**src/rtl/fetch_prefetch_queue.sv**
```systemverilog
// Instruction prefetch unit: owns the fetch PC, issues one word fetch at a time
// over req/ack and buffers {instruction, pc} in a show-ahead FIFO for IF/ID.
module fetch_prefetch_queue #(
    parameter int          DEPTH    = 4,
    parameter logic [31:0] RESET_PC = 32'h0
) (
    input  logic                     clk,
    input  logic                     rst,
    output logic                     mem_req,
    output logic [31:0]              mem_addr,
    input  logic                     mem_ack,
    input  logic [31:0]              mem_rdata,
    input  logic                     redirect,
    input  logic [31:0]              redirect_pc,
    input  logic                     deq,
    output logic                     inst_valid,
    output logic [31:0]              inst_out,
    output logic [31:0]              inst_pc,
    output logic [31:0]              inst_pc4,
    output logic [$clog2(DEPTH):0]   count,
    output logic                     full
);

    localparam int AW = $clog2(DEPTH);
    localparam int CW = AW + 1;
    localparam logic [CW-1:0] CAP = CW'(DEPTH);

    typedef enum logic [1:0] {
        IDLE,
        WAIT,
        DROP
    } state_t;

    state_t          state;
    state_t          state_nxt;
    logic            issue;
    logic            push;
    logic            pop;
    logic [AW-1:0]   rd_ptr;
    logic [AW-1:0]   wr_ptr;
    logic [31:0]     fetch_pc;
    logic [31:0]     redirect_aligned;
    logic [31:0]     q_inst [DEPTH];
    logic [31:0]     q_pc   [DEPTH];

    assign redirect_aligned = redirect_pc & ~32'h3;

    // A dequeue on an empty queue or during a flush has no effect.
    assign pop = deq && (count != '0) && !redirect;

    // Fetch FSM next state; a redirect with a request still in flight must
    // wait in DROP for the stale ack before a new request may go out.
    always_comb begin
        state_nxt = state;
        issue     = 1'b0;
        push      = 1'b0;
        unique case (state)
            IDLE: begin
                if (!redirect && (count < CAP)) begin
                    state_nxt = WAIT;
                    issue     = 1'b1;
                end
            end
            WAIT: begin
                if (mem_ack) begin
                    state_nxt = IDLE;
                    push      = !redirect;
                end else if (redirect) begin
                    state_nxt = DROP;
                end
            end
            DROP: begin
                if (mem_ack) begin
                    state_nxt = IDLE;
                end
            end
            default: state_nxt = IDLE;
        endcase
    end

    // State register with a registered request strobe and latched address.
    always_ff @(posedge clk or posedge rst) begin
        if (rst) begin
            state    <= IDLE;
            mem_req  <= 1'b0;
            mem_addr <= '0;
        end else begin
            state   <= state_nxt;
            mem_req <= (state_nxt != IDLE);
            if (issue) begin
                mem_addr <= fetch_pc;
            end
        end
    end

    // Fetch PC follows redirects, otherwise advances on each accepted word.
    always_ff @(posedge clk or posedge rst) begin
        if (rst) begin
            fetch_pc <= RESET_PC;
        end else if (redirect) begin
            fetch_pc <= redirect_aligned;
        end else if (push) begin
            fetch_pc <= fetch_pc + 32'd4;
        end
    end

    // Queue pointers and occupancy; a redirect flushes everything.
    always_ff @(posedge clk or posedge rst) begin
        if (rst) begin
            rd_ptr <= '0;
            wr_ptr <= '0;
            count  <= '0;
        end else if (redirect) begin
            rd_ptr <= '0;
            wr_ptr <= '0;
            count  <= '0;
        end else begin
            if (push) begin
                wr_ptr <= wr_ptr + AW'(1);
            end
            if (pop) begin
                rd_ptr <= rd_ptr + AW'(1);
            end
            if (push && !pop) begin
                count <= count + CW'(1);
            end else if (pop && !push) begin
                count <= count - CW'(1);
            end
        end
    end

    // Entry storage; contents are only observable through a valid head.
    always_ff @(posedge clk) begin
        if (push) begin
            q_inst[wr_ptr] <= mem_rdata;
            q_pc[wr_ptr]   <= mem_addr;
        end
    end

    assign inst_valid = (count != '0);
    assign full       = (count == CAP);
    assign inst_out   = inst_valid ? q_inst[rd_ptr] : '0;
    assign inst_pc    = inst_valid ? q_pc[rd_ptr] : '0;
    assign inst_pc4   = inst_valid ? (q_pc[rd_ptr] + 32'd4) : '0;

endmodule

```
**config.mk**
```make
export PLATFORM = sky130hd
export DESIGN_NAME = fetch_prefetch_queue
export DESIGN_NICKNAME = d
export VERILOG_FILES = /design/src/rtl/fetch_prefetch_queue.sv
export SDC_FILE = /design/constraint.sdc
export NUM_CORES = 1
export LEC_CHECK = 0
export BUFFER_PORTS_ARGS = -buffer_cell sky130_fd_sc_hd__buf_4
export CORE_MARGIN = 10
export CORE_UTILIZATION = 58
export CTS_CLUSTER_SIZE = 28
export DETAILED_ROUTE_END_ITERATION = 6
export PLACE_DENSITY = 0.82
export SYNTH_ARGS = -nofsm -noshare
export SYNTH_HDL_FRONTEND = slang
export SYNTH_SLANG_ARGS = --single-unit
```
**constraint.sdc**
```tcl
create_clock -name clk -period 9.1 [get_ports clk]
set_clock_uncertainty 0.15 [all_clocks]
set_input_delay 0.455 -clock clk [delete_from_list [all_inputs] [get_ports clk]]
set_output_delay 0.455 -clock clk [all_outputs]
set_load 0.05 [all_outputs]
```
==> impl_metrics.toml <==
[routing]
vias = 8223
vias_per_cell = 5.75
ant_nets = 0
firstDrtPassIters = 5
drt-total-wl_mm = 31.2
drt_iter0_drc = 689
routedWlPerCell_microns = 21.8
drc = 0

[yosys]
syn_inst = 845
synth_commonest_cells = "edfxtp_1, dfrtp_1, and2_1, mux4_2, nand2_1"
ys.warnings.count = 0
synth-seq-cells = 318
synth_cell_types = 50
ys_seq_area_share_pct = 67.9
yosysTopAreaCellShare_pct = 55.0
syn_area_sq_um = 13500
avgSynthCellArea_sq_um = 16.0
ys.flop_type = "edfxtp_1"
synth.most_common_cell = "edfxtp_1"
synth_edf_count = 248
synth_top_area_cell = "edfxtp_1"
synth_area_leaders = "edfxtp_1, dfrtp_1, mux4_2, and2_1, mux2_2"
ys_async_sr_fraction_pct = 22.0

[worst_setup_path]
r2r_slack_ns = 5.55
startpoint_type = "register"
critPathRequiredTime_ns = 8.50
regToRegEndpoint = "count[2]$_DFFE_PP0P_"
ff2ff_path_depth = 11
path_max_fanout = 45
cp-startpoint = "rd_ptr[0]$_DFFE_PP0P_"
r2r_start = "count[2]$_DFFE_PP0P_"
critical_path_arrival_ns = 4.13
crit_type = "register to output port"
cp-endpoint = "inst_pc4[27]"
end_kind = "output port"

[cells_and_area]
final_nets = 1171
instances_no_fill = 1430
area_delta_synth_final_pct = 24.1
drive_above_1_share_pct = 30.6

[power]
power_frac_seq_pct = 32.3
vdd_drop_max_mv = 0.254
p_leak_nw = 6.09
p_comb_share_pct = 47.5
powerDensity_nw_per_um2 = 363
p_switching_w = 0.00269
power_w = 0.00610
swShare_pct = 44.2
internal-power_w = 0.00340
pwr-share-clk_pct = 20.3

[clock_tree]
cts-root-buf = "clkbuf_16"
cts_buffers = 31
cts_tree = "yes"
cts_buffer_depth = 3
cts_setup_buffers = 0
htreeDepth = 1
path_clk_slew_ns = 0.06
cts_sinks = 318
insertion_delay_ns = 0.56

[run]
drv_cap = 0

[grt]
first_global_vias = 8417
antenna_found_initial = 1
grt_max_degree = 78
grt-ovfl-total = 0
grt_usage_pct = 20.3
grt_pass1_wl_mm = 48.5

[place]
post-dp-hpwl_mm = 19.0
gp_congestion = 0.847
port_buffers = 194
placedCellCount = 1316

[sta]
tns_ns = 0
finalCriticalPeriod_ns = 4.73
final_max_slew_viol_count = 0
period_share_pct = 52.0
finalHoldViolCount = 0
finalSetupViolCount = 0
rsz0062_at_grt = "no"
hold_ws_ns = 0.000624
max_slew_margin_pct = 33.1
tightest_slew_ns = 1.00
max_freq_mhz = 211

[floorplanning]
core-area_sq_um = 22800
start_util_pct = 59.5
fp.dieH_microns = 173
io_pins = 203
dieArea_sq_um = 29900
die_w_microns = 173
placementRows = 55

[outcome]
status = "finished clean"

[worst_hold_path]
hp-class = "input port to asynchronous set/reset pin"
## registers in the layout (all words and copies together) (netlist names)
name      flops
count         3
fetch_pc     30
mem_addr     30
mem_req       1
q_inst      128
q_pc        120
rd_ptr        2
state         2
wr_ptr        2
## layout make-up
class	instances	area, sq um
flip-flops and latches	318	9200
clock inverters	15	153
clock buffers	39	826
well taps	313	392
multi-input cells	469	4080
diodes	1	2.50
inverters	16	60.1
repair buffers	259	2090
fillers	1401	5970
## stage by stage
stage / setup WS (ns) / cell area (sq um) / util (%)
finish: 4.37 / 16800 / 73.8
global route: 4.05 / 16800 / 73.8
CTS: 4.28 / 16800 / 73.8
detailed placement: 4.87 / 15200 / 66.9
global placement: 4.93 / 15200 / 66.9
floorplan: 5.46 / 13600 / -
## metal layers
layer / up-vias / track usage [%] / wire length [microns]
met4: 0 / 6.61 / 784
li1: 3733 / - / -
met5: - / 0 / 0
met3: 50 / 4.29 / 2410
met1: 4112 / 27.3 / 12700
met2: 328 / 32.6 / 15200
## how the worst min path moves through the flow
stage                                     to  slack, ns                      from
global placement    mem_addr[31]$_DFFE_PP0P_       0.35  fetch_pc[31]$_DFFE_PP0N_
global route        fetch_pc[13]$_DFFE_PP0N_       0.05           redirect_pc[13]
CTS                 fetch_pc[13]$_DFFE_PP0N_       0.01           redirect_pc[13]
finish              fetch_pc[29]$_DFFE_PP0N_     0.0006                       rst
floorplan           mem_addr[31]$_DFFE_PP0P_       0.34  fetch_pc[31]$_DFFE_PP0N_
detailed placement  mem_addr[31]$_DFFE_PP0P_       0.35  fetch_pc[31]$_DFFE_PP0N_
## critical path, cell delays in order, from the launching register on
cell,delay (ns)
dfrtp_4,0.68
buf_4,0.79
mux4_1,0.48
and4_1,0.31
nand4_1,0.31
or4_1,0.57
a21oi_1,0.18
buf_4,0.22
## timing repair
item                       in CTS  in global routing
gates resized for setup         0                  0
setup endpoints to repair       0                  0
hold buffers                   59                  0
hold endpoints to repair      156                  0
## cell families (layout without fill, tap and decap cells)
| group | after synthesis | count (layout) | share of synthesized area, % |
|---|---|---|---|
| AND/OR/NAND/NOR | 247 | 247 | 10.1 |
| flip-flops | 318 | 318 | 67.9 |
| adder cells (fa/ha/maj) | 7 | 7 | 0.702 |
| XOR/XNOR | 42 | 42 | 2.72 |
| buffers and inverters | 63 | 329 | 2.29 |
| AO/OA/AOI/OAI | 74 | 74 | 3.10 |
| other | 1 | 7 | 0.0277 |
| multiplexers | 93 | 93 | 13.2 |
## power groups by stage
| stage | Sequential [W] | Clock [W] | Combinational [W] |
|---|---|---|---|
| global placement | 0.00197 | 0 | 0.00287 |
| global route | 0.00199 | 0.00132 | 0.00303 |
| floorplan | 0.00215 | 0 | 0.00183 |
| CTS | 0.00196 | 0.00125 | 0.00292 |
| detailed placement | 0.00199 | 0 | 0.00289 |
| finish | 0.00197 | 0.00123 | 0.00289 |
## cells in the final DEF (no fill, tap or decap), types with 4 or more instances in the layout
| cell type | count |
|---|---|
| nor4_1 | 9 |
| and2_4 | 4 |
| nor3_1 | 14 |
| dlygate4sd3_1 | 59 |
| mux2_2 | 30 |
| dfrtp_1 | 68 |
| mux4_2 | 51 |
| conb_1 | 6 |
| or3_1 | 14 |
| clkinv_1 | 4 |
| o21ai_0 | 37 |
| mux4_1 | 11 |
| edfxtp_1 | 248 |
| inv_1 | 14 |
| a21oi_1 | 21 |
| nand4_1 | 10 |
| and2_1 | 61 |
| nand3_1 | 17 |
| clkbuf_16 | 31 |
| o31ai_1 | 7 |
| or4_1 | 8 |
| ha_1 | 6 |
| xor2_1 | 10 |
| nand2_1 | 49 |
| nor2_1 | 29 |
| and3_1 | 7 |
| nand3b_1 | 4 |
| clkbuf_1 | 6 |
| buf_4 | 200 |
| and4_1 | 4 |
| xnor2_1 | 32 |
| clkinv_2 | 5 |
(Power assumes the default switching activity.)
